`src/rtl/mul_pkg.sv`:
```
// Shared types and constants for the sequential shift-and-add multiplier.
package mul_pkg;

  typedef enum logic [1:0] {
    IDLE = 2'd0,
    BUSY = 2'd1,
    DONE = 2'd2
  } state_t;

  localparam int MUL_STEPS = 32;
  localparam int CNT_W     = 5;

endpackage

```
`src/rtl/fulladder32.sv`:
```
// 32-bit ripple (daisy-chain) adder built from one full-adder cell per bit.
module fulladder32 (
  input  logic [31:0] a_i,
  input  logic [31:0] b_i,
  input  logic        carry_i,
  output logic [31:0] sum_o,
  output logic        carry_o
);

  logic [32:0] c;

  assign c[0] = carry_i;

  for (genvar i = 0; i < 32; i++) begin : g_bit
    assign sum_o[i] = a_i[i] ^ b_i[i] ^ c[i];
    assign c[i+1]   = (a_i[i] & b_i[i]) | (c[i] & (a_i[i] ^ b_i[i]));
  end

  assign carry_o = c[32];

endmodule

```
`src/rtl/shift_add_mul32.sv`:
```
// Sequential 32x32 unsigned multiplier: one shift-and-add step per cycle through
// fulladder32, 32 busy cycles per product, valid/ready on both sides.
module shift_add_mul32
  import mul_pkg::*;
#(
  parameter int WIDTH = 32
) (
  input  logic                 clk_i,
  input  logic                 rst_ni,
  input  logic                 valid_i,
  output logic                 ready_o,
  input  logic [WIDTH-1:0]     a_i,
  input  logic [WIDTH-1:0]     b_i,
  output logic                 valid_o,
  input  logic                 ready_i,
  output logic [2*WIDTH-1:0]   product_o,
  output logic [1:0]           state_o
);

  // Handshake: a transfer happens on a rising edge where valid and ready are
  // both high; valid must not depend on ready, and a_i/b_i are sampled only
  // on the accepting edge.

  if (WIDTH != 32) begin : g_width_check
    $error("shift_add_mul32: WIDTH must be 32 to match fulladder32");
  end

  localparam logic [CNT_W-1:0] LAST_STEP = CNT_W'(MUL_STEPS - 1);

  state_t             state;
  logic [CNT_W-1:0]   cnt;
  logic [WIDTH-1:0]   mcand;
  logic [WIDTH-1:0]   hi;
  logic [WIDTH-1:0]   lo;
  logic [WIDTH-1:0]   add_b;
  logic [WIDTH-1:0]   add_s;
  logic               add_c;

  assign add_b = lo[0] ? mcand : '0;

  fulladder32 u_adder (
    .a_i     (hi),
    .b_i     (add_b),
    .carry_i (1'b0),
    .sum_o   (add_s),
    .carry_o (add_c)
  );

  always_ff @(posedge clk_i or negedge rst_ni) begin
    if (!rst_ni) begin
      state <= IDLE;
      cnt   <= '0;
      mcand <= '0;
      hi    <= '0;
      lo    <= '0;
    end else begin
      case (state)
        IDLE: begin
          if (valid_i) begin
            mcand <= a_i;
            hi    <= '0;
            lo    <= b_i;
            cnt   <= '0;
            state <= BUSY;
          end
        end
        BUSY: begin
          // Carry lands in hi[31] via the 65-bit right shift, so nothing is lost.
          {hi, lo} <= {add_c, add_s, lo[WIDTH-1:1]};
          cnt      <= cnt + CNT_W'(1);
          if (cnt == LAST_STEP) state <= DONE;
        end
        DONE: begin
          if (ready_i) state <= IDLE;
        end
        default: state <= IDLE;
      endcase
    end
  end

  assign ready_o   = (state == IDLE);
  assign valid_o   = (state == DONE);
  assign product_o = {hi, lo};
  assign state_o   = state;

endmodule
```
`config.mk`:
```
export PLATFORM = sky130hd
export DESIGN_NAME = shift_add_mul32
export DESIGN_NICKNAME = d
export VERILOG_FILES = /design/src/rtl/mul_pkg.sv /design/src/rtl/fulladder32.sv /design/src/rtl/shift_add_mul32.sv
export SDC_FILE = /design/constraint.sdc
export NUM_CORES = 1
export LEC_CHECK = 0
export BUFFER_PORTS_ARGS = -buffer_cell sky130_fd_sc_hd__buf_2
export CORE_AREA = 2 2 126 128
export DETAILED_ROUTE_END_ITERATION = 6
export DIE_AREA = 0 0 128 130
export PLACE_DENSITY = 0.6
export SLEW_MARGIN = 5
export SYNTH_ARGS = -nofsm -noshare
export SYNTH_HDL_FRONTEND = slang
export SYNTH_HIERARCHICAL = 1
export SYNTH_SLANG_ARGS = --single-unit
```
`constraint.sdc`:
```
create_clock -name clk_i -period 14.1 [get_ports clk_i]
set_input_delay 0 -clock clk_i [delete_from_list [all_inputs] [get_ports clk_i]]
set_output_delay 0 -clock clk_i [all_outputs]
set_load 0.02 [all_outputs]
```
### Yosys cells after proc, flatten, opt, wreduce, memory -nomap -nowiden

Index checks and enable logic that the tools add are counted.

* input port bits: 68
* register bits: 103
* logic and storage cells: 185
* output and inout bits: 68

* add/sub/neg operators: 1
* bitwise logic cells: 157
* equal/unequal tests: 6
* reductions and logical operators: 5
* mux-type cells: 11

Operators by type and width (count)
* $pmux 32 s2: 2
* $mux 32: 3
* $and 1x1->1: 63
* $xor 1x1->1: 63
* $or 1x1->1: 31
* $pmux 5 s2: 1
* $mux 2: 3
* $pmux 2 s3: 1
* $add 5x1->5 const B: 1
* $eq 5x5->1 const B: 1
* $mux 5: 1
* $ne 2x2->1 const B: 2
* $reduce_and 2->1: 2
* $reduce_and 3->1: 1
* $eq 2x1->1 const B: 1
* $eq 2x2->1 const B: 1
* $logic_not 2->1: 1
* $ne 2x1->1 const B: 1
* $reduce_bool 2->1: 1

### Depth between registers and ports, before layout

Gate-level depths: netlist (run 1).

* word-level depth: 65
* mapped depth: 39

### Hierarchy

The synthesis (run 1) kept the hierarchy.

By module, submodules not included
* shift_add_mul32: sequential area each 2577.5 um2, area each 4563.1 um2, cells an instance 421, instances 1
* fulladder32: sequential area each 0.0 um2, area each 678.2 um2, cells an instance 42, instances 1

### Worst setup path before layout (run 1)

OpenSTA, ideal clock, no wires.

* path kind: register -> register
* start: reg lo[0]
* end: reg hi[30]
* setup slack: 1.137 ns
* buffers on the path: 0
* data arrival time: 12.880 ns
* stages on the path, launching flop included: 40
* path through: dfrtp_1 > and2_1 > fa_1 > fa_1 > fa_1 > fa_1 > fa_1 > fa_1 > fa_1 > fa_1 > fa_1 > fa_1 > fa_1 > fa_1 > fa_1 > fa_1 > fa_1 > fa_1 > [4 not listed] > fa_1 > fa_1 > fa_1 > fa_1 > fa_1 > fa_1 > fa_1 > fa_1 > fa_1 > fa_1 > fa_1 > fa_1 > fa_1 > inv_1 > fa_1 > inv_1 > nand2_1 > o21ai_0

* cells in the longest elaborated chain, start to end: 64
* elaborated cells on any way between the ends: 125
* those cells by class: mux: 2; bitwise: 123

RTL lines
* start, declared: line shift_add_mul32.sv:34 `logic [WIDTH-1:0] lo;`
* start signal, assigned: line shift_add_mul32.sv:62 `lo <= b_i;`
* start signal, assigned: line shift_add_mul32.sv:69 `{hi, lo} <= {add_c, add_s, lo[WIDTH-1:1]};`
* $mux 32: line shift_add_mul32.sv:39 `assign add_b = lo[0] ? mcand : '0;`
* via add_b[0]: line shift_add_mul32.sv:35 `logic [WIDTH-1:0] add_b;`
* $and 1x1->1 (2 in series): line fulladder32.sv:16 `assign c[i+1] = (a_i[i] & b_i[i]) | (c[i] & (a_i[i] ^ b_i[i]));`
* $or 1x1->1: line fulladder32.sv:16
* $and 1x1->1: line fulladder32.sv:16
* $or 1x1->1: line fulladder32.sv:16
* $and 1x1->1: line fulladder32.sv:16
* $or 1x1->1: line fulladder32.sv:16
* [49 not listed]
* $or 1x1->1: line fulladder32.sv:16
* $and 1x1->1: line fulladder32.sv:16
* $or 1x1->1: line fulladder32.sv:16
* $and 1x1->1: line fulladder32.sv:16
* $or 1x1->1: line fulladder32.sv:16
* $xor 1x1->1: line fulladder32.sv:15 `assign sum_o[i] = a_i[i] ^ b_i[i] ^ c[i];`
* via add_s[31]: line shift_add_mul32.sv:36 `logic [WIDTH-1:0] add_s;`
* $pmux 32 s2: line shift_add_mul32.sv:57 `case (state)`
* end signal, assigned: line shift_add_mul32.sv:69
* end, declared: line shift_add_mul32.sv:33 `logic [WIDTH-1:0] hi;`

The timed path passes the listed nets, and every way through them passes these cells.
A chain may end at the register's enable or synchronous reset.

### Worst setup path after layout (run 1)

* start: reg mcand[0]
* end: reg hi[30]

* cells in the longest elaborated chain, start to end: 64

RTL lines
* start, declared: line shift_add_mul32.sv:32 `logic [WIDTH-1:0] mcand;`
* start signal, assigned: line shift_add_mul32.sv:60 `mcand <= a_i;`
* $mux 32: line shift_add_mul32.sv:39
* via add_b[0]: line shift_add_mul32.sv:35
* $and 1x1->1 (2 in series): line fulladder32.sv:16
* $or 1x1->1: line fulladder32.sv:16
* $and 1x1->1: line fulladder32.sv:16
* $or 1x1->1: line fulladder32.sv:16
* $and 1x1->1: line fulladder32.sv:16
* $or 1x1->1: line fulladder32.sv:16
* [49 not listed]
* $or 1x1->1: line fulladder32.sv:16
* $and 1x1->1: line fulladder32.sv:16
* $or 1x1->1: line fulladder32.sv:16
* $and 1x1->1: line fulladder32.sv:16
* $or 1x1->1: line fulladder32.sv:16
* $xor 1x1->1: line fulladder32.sv:15
* via add_s[31]: line shift_add_mul32.sv:36
* $pmux 32 s2: line shift_add_mul32.sv:57

The timed path passes the listed nets, and every way through them passes these cells.

==> metrics.yaml, run 1 <==
pwr:
  leakage_nw: 3.292
  peakVddDrop_v: 0.0001297
  power.density_nw_per_um2: 227.5
clock_network:
  cts.sinks: 103
  cts_buffers: 9
  ctsResizeCount: 0
  cts_setup_buffers: 0
  cts_tree: "built"
  clk-insertion-delay-late_ps: 350
  clock_path_buffers: 2
  clk_pin_slew_ps: 70
  cts_root_buf: "clkbuf_16"
  cts_htree_levels: 3
cells_and_area:
  layout-drive-gt1-share_pct: 29.86
  area_growth_pct: 33.35
  fin_area_um2: 6989
  fill_cells: 1422
  final_cells: 845
  finalNetCount: 750
  n_antenna_cell: 0
setup_path:
  end_kind: "register"
  crit_arrival_ps: 13670
  critPathKind: "reg -> reg"
  start_kind: "register"
  r2r_setup_slack_ps: 700
  critPathMaxStageDelay_ps: 430
  cp.required_ps: 14360
  worstPathMaxFanout: 2
  slowest_stage: "fa_1"
  cpMostUsedCell: "fa_1"
synthesis:
  yosysTopAreaCellShare_pct: 49.18
  synth.largest_area_cell: "dfrtp_1"
  yosysUniqueCellTypes: 31
  async_flop_share_pct: 100.0
  synth_ff_type: "dfrtp_1"
  synth_fp_nets: 565
  ys_seq_area_share_pct: 49.18
  syn_area_per_cell_um2: 11.32
  synth_edf_count: 0
  synthTopCellsByCount: "dfrtp_1 (103), nand2_1 (101), o21ai_0 (50), and2_1 (32), fa_1 (32)"
  yosysMostFrequentCell: "dfrtp_1"
  yosys_register_bits: 103
  postSynthCellCount: 463
  syn_area_um2: 5241
  synth_area_leaders: "dfrtp_1 (49%), fa_1 (12%), nand2_1 (7.2%)"
  yosys_warnings: 6
sta:
  finalSetupViolCount: 0
  skew_ps: 5.633
  hold_viol: 0
  min_period_ps: 13400
  hold_ws_ps: 26.90
  report.final.slew_viol_count: 0
  setup_ws_ps: 696.5
  period_share_pct: 95.06
  maxSlewHeadroom_pct: 41.67
  max_freq_mhz: 74.61
  fin_setup_tns_ps: 0
  rsz0062_at_grt: "false"
  worst_pin_slew_ps: 874.9
grt:
  track_usage_pct: 15.82
  grt_pass1_vias: 4184
  grt_overflow_total: 0
  grt_max_degree: 68
  grt_pass1_wl_mm: 20.78
  antenna_found_initial: 0
routing:
  wl_mm: 12.46
  vias_per_cell: 4.729
  drc: 0
  drtIter0Drc: 227
  routedWlPerCell_um: 14.75
  first_pass_iters: 4
  via_count: 3996
  postRouteAntennaNets: 0
floorplan:
  start_util_pct: 33.98
  pin_count: 136
  rows: 46
  fp.dieH_um: 130
  dieArea_um2: 16640
  core_um2: 15420
  die_x_um: 128
place:
  gp_congestion: 0.7723
  place_ws_ps: 754.7
  hpwl_mm: 8.370
  dpl_cell_area_um2: 6002
  dp.cells: 765
  port-buffer-count: 135
worst_hold_path:
  min_path_type: "in -> reg"
outcome:
  outcome: "completed"
run:
  drv_cap: 0
## kinds of logic after synthesis
kind of cell | Yosys count | share of synthesized area, %
AO/OA/AOI/OAI | 104 | 11.89
adder cells (fa/ha/maj) | 34 | 12.70
buffers and inverters | 43 | 5.037
flip-flops | 103 | 49.18
multiplexers | 33 | 8.522
other | 1 | 0.07155
AND/OR/NAND/NOR | 145 | 12.60
## power by group
group	total (W)	internal, W	leakage, nW	switching (W)
sequential	0.000567	0.000448	1.25	0.000119
combinational	0.000735	0.000322	1.87	0.000413
clock	0.000288	0.000179	0.170	0.000110
## layout make-up
cell class	instances	area, µm²	share of cell area (%)
Multi-Input combinational cell	317	2412	34.51
Timing Repair Buffer	206	1371	19.62
Tap cell	192	240.2	3.437
Sequential cell	103	2577	36.88
Clock inverter	5	103.9	1.486
Inverter	11	41.29	0.5908
Clock buffer	11	242.7	3.473
## critical path: cells and delay by family (launching register included)
family / cells / cell delay, ps
AOI/OAI and AO/OA: 1 / 100
DFF: 1 / 390
adders and majority gates: 32 / 12370
and+or+nand+nor: 2 / 220
buffers and inverters: 4 / 260
## stage by stage
step | utilization (%) | power [W]
after floorplan | - | 0.001085
after CTS | 45.31 | 0.001616
after global routing | 45.31 | 0.001736
after detailed placement | 38.91 | 0.001306
after global placement | 38.91 | 0.001274
final | 45.31 | 0.001590
## metal layers
| layer | track usage [%] | wire length (µm) | vias to the layer above |
|---|---|---|---|
| met3 | 3.239 | 641 | 18 |
| li1 | - | - | 1910 |
| met4 | 6.141 | 241 | 0 |
| met1 | 20.16 | 5500 | 1955 |
| met5 | 0 | 0 | - |
| met2 | 26.71 | 6080 | 113 |
## cells in the final DEF (no fill, tap or decap), types with 2 or more instances in the layout
cell type	Yosys	layout
mux2_4	20	20
dfrtp_1	103	103
fa_1	32	32
buf_2	14	134
buf_4	1	8
o21ai_1	16	16
inv_1	11	11
a22o_1	2	2
and2_1	32	32
ha_1	2	2
nor2_1	2	2
nand3_1	2	2
clkbuf_16	0	9
a22oi_1	31	31
dlygate4sd3_1	0	64
o21ai_0	50	50
bufinv_16	0	3
mux2_2	13	13
nand2_1	101	101
## final timing paths
check	startpoint	end	cells after the start
max	mcand[0]	hi[30]	39
min	b_i[16]	lo[16]	3
max reg2reg	mcand[0]	hi[30]	39
min reg2reg	mcand[31]	mcand[31]	1
max in group asynchronous	rst_ni	hi[16]	3
min in group asynchronous	rst_ni	lo[5]	2
## state kept, by name, indices dropped and copies added (netlist names)
register,count
cnt,5
hi,32
mcand,32
lo,32
state_o,2
## repair_timing
| item | 4_1_cts | 5_1_grt |
|---|---|---|
| endpoints found under the hold margin | 113 | 0 |
| hold buffers | 64 | 0 |
| setup endpoints to repair | 0 | 0 |
Power figures use the tool's default switching activity.
==> run 2: changes to the inputs <==
CAP_MARGIN = 20   (was unset)
GPL_TIMING_DRIVEN = 0   (was unset)
==> metrics.yaml, run 2 (synthesized netlist as in run 1, its figures left out) <==
outcome:
  outcome: "completed"  # unchanged
floorplan:
  start_util_pct: 33.98  # unchanged
  pin_count: 136  # unchanged
  core_um2: 15420  # unchanged
  fp.dieH_um: 130  # unchanged
  rows: 46  # unchanged
  dieArea_um2: 16640  # unchanged
  die_x_um: 128  # unchanged
sta:
  min_period_ps: 13650  # was 13400 ps
  fin_setup_tns_ps: 0  # unchanged
  finalSetupViolCount: 0  # unchanged
  report.final.slew_viol_count: 0  # unchanged
  skew_ps: 8.593  # was 5.633 ps
  max_freq_mhz: 73.26  # was 74.61 MHz
  period_share_pct: 96.81  # was 95.06%
  rsz0062_at_grt: "false"  # unchanged
  worst_pin_slew_ps: 691.0  # was 874.9 ps
  maxSlewHeadroom_pct: 53.93  # was 41.67%
  hold_viol: 0  # unchanged
  hold_ws_ps: 6.928  # was 26.90 ps
routing:
  wl_mm: 13.48  # was 12.46 mm
  routedWlPerCell_um: 15.47  # was 14.75 µm
  postRouteAntennaNets: 0  # unchanged
  vias_per_cell: 4.780  # was 4.729
  drc: 0  # unchanged
  first_pass_iters: 4  # unchanged
  via_count: 4163  # was 3996
  drtIter0Drc: 205  # was 227
grt:
  grt_pass1_vias: 4324  # was 4184
  track_usage_pct: 16.91  # was 15.82%
  grt_max_degree: 55  # was 68
  grt_pass1_wl_mm: 21.97  # was 20.78 mm
  grt_overflow_total: 0  # unchanged
  antenna_found_initial: 0  # unchanged
clock_network:
  clock_path_buffers: 2  # unchanged
  cts.sinks: 103  # unchanged
  clk-insertion-delay-late_ps: 350  # about the same
  cts_tree: "built"  # unchanged
  cts_htree_levels: 3  # unchanged
  clk_pin_slew_ps: 70  # about the same
  cts_setup_buffers: 0  # unchanged
  cts_buffers: 9  # unchanged
  cts_root_buf: "clkbuf_16"  # unchanged
cells_and_area:
  final_common_cell: "buf_2"  # unchanged
  layout_common_cells: "buf_2 (148), dfrtp_1 (102), nand2_1 (101)"  # was buf_2 (134), dfrtp_1 (103), nand2_1 (101)
  n_antenna_cell: 0  # unchanged
  layout-drive-gt1-share_pct: 30.93  # was 29.86%
  finalNetCount: 776  # was 750
  area_growth_pct: 36.21  # was 33.35%
  reg_top3: "hi x32, lo x32, mcand x32"  # unchanged
setup_path:
  r2r_start: "lo[0]"  # was mcand[0]
  crit_arrival_ps: 13920  # was 13670 ps
  cpMostUsedCell: "fa_1"  # unchanged
  crit_start: "lo[0]"  # was mcand[0]
  critPathKind: "reg -> reg"  # unchanged
  start_kind: "register"  # unchanged
  cp.required_ps: 14370  # was 14360 ps
  slowest_stage: "dfrtp_2"  # was fa_1
  end_kind: "register"  # unchanged
  worstPathMaxFanout: 8  # was 2
  critPathMaxStageDelay_ps: 480  # was 430 ps
pwr:
  leakage_nw: 3.367  # was 3.292 nW
  peakVddDrop_v: 0.0001049  # was 0.0001297 V
  power.density_nw_per_um2: 224.2  # was 227.5 nW/µm²
worst_hold_path:
  min_path_type: "in -> reg"  # unchanged
  min_from: "b_i[2]"  # was b_i[16]
place:
  gp_congestion: 0.8156  # was 0.7723
  port-buffer-count: 135  # unchanged
  hpwl_mm: 9.436  # was 8.370 mm
run:
  drv_cap: 0  # unchanged
## run 2: cell count changes in the layout (fill, tap and decap cells not counted), moves of 2 or more
| cell | delta |
|---|---|
| buf_2 | +14 |
| buf_6 | +5 |
| buf_4 | -6 |
| nor2b_1 | +2 |
| buf_12 | +2 |
| bufinv_16 | -2 |
| clkbuf_8 | +2 |
| clkbuf_1 | +9 |
## run 2: metrics by stage
| stage | worst slack [ps] | cell area [µm²] | power (W) | cells | util, % |
|---|---|---|---|---|---|
| final | 450.4 | 7139 | 0.001601 | 871 | 46.28 |
| after floorplan | 1137 | 5241 | 0.001085 | 463 | - |
| after CTS | 391.6 | 7138 | 0.001620 | 871 | 46.28 |
| after detailed placement | 472.1 | 6187 | 0.001340 | 791 | 40.11 |
| after global placement | 558.4 | 6157 | 0.001301 | 790 | 39.92 |
| after global routing | 25.39 | 7139 | 0.001741 | 871 | 46.28 |
## run 2: power breakdown
part	switching [W]	total [W]	internal (W)
combinational	0.000428	0.000772	0.000344
clock	0.000108	0.000259	0.000152
sequential	0.000122	0.000570	0.000448
## run 2: per-layer routing
| layer | GRT usage [%] | vias to the layer above | part of all wire (%) |
|---|---|---|---|
| li1 | - | 1960 | - |
| met1 | 21.40 | 2067 | 44 |
| met2 | 29.00 | 122 | 49 |
| met3 | 3.280 | 14 | 5.7 |
| met4 | 6.335 | 0 | 1.5 |
| met5 | 0 | - | 0 |
## run 2: critical path, delay by kind of cell (launching register included)
| family | cells | cell delay (ps) |
|---|---|---|
| adder cells (fa/ha/maj) | 32 | 12530 |
| buffers and inverters | 4 | 270 |
| flip-flops | 1 | 480 |
| AO/OA/AOI/OAI | 1 | 70 |
| AND/OR/NAND/NOR | 2 | 220 |
## run 2: final cells by class
| cell class | count | area (µm²) |
|---|---|---|
| inverters | 11 | 41.29 |
| flip-flops and latches | 103 | 2579 |
| plain buffers | 32 | 222.7 |
| well taps | 192 | 240.2 |
| multi-input cells | 317 | 2400 |
| fillers | 1415 | 8285 |
| repair buffers | 200 | 1346 |
| clock buffers | 13 | 270.3 |
| clock inverters | 3 | 40.04 |
## run 2: path summary, 6_finish.rpt
path | cells after the start | to | slack (ps)
min | 3 | lo[2] | 7
min in group asynchronous | 2 | lo[7] | 240
max in group asynchronous | 3 | hi[21] | 13160
max reg2reg | 39 | hi[30] | 450
max | 39 | hi[30] | 450
min reg2reg | 1 | mcand[11] | 500
## run 2: repair_timing
item                       CTS  global route
hold buffers                64             0
hold endpoints to repair   112             0
setup endpoints to repair    0             1
resized for setup            0             1
==> run 3: changes to the inputs <==
PLACE_DENSITY = 0.65   (was 0.6)
==> metrics.yaml, run 3 (synthesized netlist as in run 1, its figures left out) <==
outcome:
  outcome: "completed"  # unchanged
pwr:
  power.density_nw_per_um2: 223.3  # was 224.2 nW/µm²
  peakVddDrop_v: 0.0001082  # was 0.0001049 V
  pwr-share-clk_pct: 15.9  # was 16.2%
  seqPwrFrac_pct: 35.8  # was 35.6%
  p_sw_share_pct: 41.48  # was 41.02%
  leakage_nw: 3.353  # was 3.367 nW
  power_frac_comb_pct: 48.3  # was 48.2%
  p_sw_w: 0.0006610  # was 0.0006567 W
  power.internal_w: 0.0009326  # was 0.0009442 W
cells_and_area:
  final_common_cell: "buf_2"  # unchanged
  layout-drive-gt1-share_pct: 31.32  # was 30.93%
  layout_common_cells: "buf_2 (148), dfrtp_1 (102), nand2_1 (101)"  # unchanged
  regArea_um2: 2579  # unchanged
  n_antenna_cell: 0  # unchanged
  finalNetCount: 777  # was 776
  fill_cells: 1437  # was 1415
  multi_input_area_um2: 2405  # was 2400 µm²
  final_cells: 872  # was 871
  area_growth_pct: 36.19  # was 36.21%
  reg_top3: "hi x32, lo x32, mcand x32"  # unchanged
floorplan:
  pin_count: 136  # unchanged
  core_um2: 15420  # unchanged
  die_x_um: 128  # unchanged
  fp.dieH_um: 130  # unchanged
  rows: 46  # unchanged
  dieArea_um2: 16640  # unchanged
  start_util_pct: 33.98  # unchanged
sta:
  max_freq_mhz: 73.70  # was 73.26 MHz
  report.final.slew_viol_count: 0  # unchanged
  worst_pin_slew_ps: 835.4  # was 691.0 ps
  skew_ps: 13.93  # was 8.593 ps
  hold_viol: 0  # unchanged
  finalSetupViolCount: 0  # unchanged
  min_period_ps: 13570  # was 13650 ps
  fin_setup_tns_ps: 0  # unchanged
  rsz0062_at_grt: "false"  # unchanged
  maxSlewHeadroom_pct: 44.31  # was 53.93%
  period_share_pct: 96.23  # was 96.81%
clock_network:
  clk-insertion-delay-late_ps: 350  # about the same
  cts_tree: "built"  # unchanged
  clk_pin_slew_ps: 70  # about the same
  clock_path_buffers: 2  # unchanged
  cts_buffers: 9  # unchanged
  cts.sinks: 103  # unchanged
  cts_htree_levels: 3  # unchanged
  cts_root_buf: "clkbuf_16"  # unchanged
routing:
  postRouteAntennaNets: 0  # unchanged
  routedWlPerCell_um: 15.44  # was 15.47 µm
  via_count: 4204  # was 4163
  first_pass_iters: 4  # unchanged
  vias_per_cell: 4.821  # was 4.780
  wl_mm: 13.47  # was 13.48 mm
  drc: 0  # unchanged
  drtIter0Drc: 227  # was 205
setup_path:
  slowest_stage: "dfrtp_2"  # unchanged
  critPathMaxStageDelay_ps: 460  # was 480 ps
  crit_arrival_ps: 13840  # was 13920 ps
  cp.required_ps: 14370  # about the same
  worstPathMaxFanout: 6  # was 8
  cpMostUsedCell: "fa_1"  # unchanged
  start_kind: "register"  # unchanged
  critPathKind: "reg -> reg"  # unchanged
  end_kind: "register"  # unchanged
grt:
  grt_overflow_total: 0  # unchanged
  grt_pass1_wl_mm: 21.87  # was 21.97 mm
  grt_max_degree: 62  # was 55
  track_usage_pct: 16.76  # was 16.91%
  grt_pass1_vias: 4353  # was 4324
  antenna_found_initial: 0  # unchanged
place:
  port-buffer-count: 135  # unchanged
  hpwl_mm: 9.517  # was 9.436 mm
  dp.cells: 791  # unchanged
  gp_congestion: 0.8191  # was 0.8156
worst_hold_path:
  min_path_type: "in -> reg"  # unchanged
run:
  drv_cap: 0  # unchanged
-- run 3: cell types whose count changed in the layout (fill, tap and decap cells not counted), sizes merged --
cell	change
buf	+1
clkbuf	-3
clkinv	-1
clkinvlp	+2
inv	+2
-- run 3: critical path, delay by kind of cell, from the launching register on --
| kind | cells | cell delay [ps] |
|---|---|---|
| flops | 1 | 460 |
| compound gates | 1 | 70 |
| fa+ha+maj | 32 | 12470 |
| simple gates | 2 | 210 |
| buf+inv | 4 | 280 |
-- run 3: area by class of cell --
class / instances / area share (%)
Inverter: 11 / 0.5784
Multi-Input combinational cell: 317 / 33.69
Tap cell: 192 / 3.365
Clock inverter: 6 / 0.9465
Timing Repair Buffer: 201 / 18.97
Sequential cell: 103 / 36.13
Clock buffer: 10 / 3.208
Buffer: 32 / 3.120
-- run 3: path summary, 6_finish.rpt --
check	startpoint	endpoint	slack, ps	depth (start not counted)
worst max-delay path	lo[0]	hi[30]	530	39
worst min-delay path	b_i[12]	lo[12]	30	3
worst max register to register	lo[0]	hi[30]	530	39
worst min register to register	mcand[15]	mcand[15]	500	1
max in group asynchronous	rst_ni	hi[11]	13120	3
min in group asynchronous	rst_ni	lo[22]	280	2
-- run 3: metal layers --
metal / track usage (%) / vias up / part of all wire (%)
li1: - / 1966 / -
met1: 21.47 / 2088 / 44
met3: 3.362 / 17 / 5.3
met2: 28.06 / 133 / 49
met5: 0 / - / 0
met4: 6.852 / 0 / 2.0
-- run 3: power groups by stage --
stage | Combinational, W | Clock [W] | Sequential, W
after detailed placement | 0.000763 | 0 | 0.000575
after CTS | 0.000778 | 0.000262 | 0.000571
after global routing | 0.000875 | 0.000272 | 0.000592
after global placement | 0.000730 | 0 | 0.000566
final | 0.000770 | 0.000253 | 0.000570
after floorplan | 0.000430 | 0 | 0.000655
-- run 3: repair_timing --
action,CTS,global route
hold buffers,64,0
setup endpoints to repair,0,1
gates resized for setup,0,3
hold endpoints to repair,123,0
setup buffers,0,1
-- run 3: through the flow --
| step | util [%] | setup WS, ps | total power (W) | hold WS [ps] | cell area (µm²) |
|---|---|---|---|---|---|
| finish | 46.28 | 531.8 | 0.001594 | 27.83 | 7138 |
| floorplan | - | 1137 | 0.001085 | -295.6 | 5241 |
| global route | 46.28 | 57.19 | 0.001739 | 8.009 | 7138 |
| global placement | 39.92 | 546.1 | 0.001296 | 233.0 | 6157 |
| detailed placement | 40.11 | 363.1 | 0.001338 | 140.1 | 6187 |
| CTS | 46.19 | 303.5 | 0.001611 | 9.719 | 7124 |
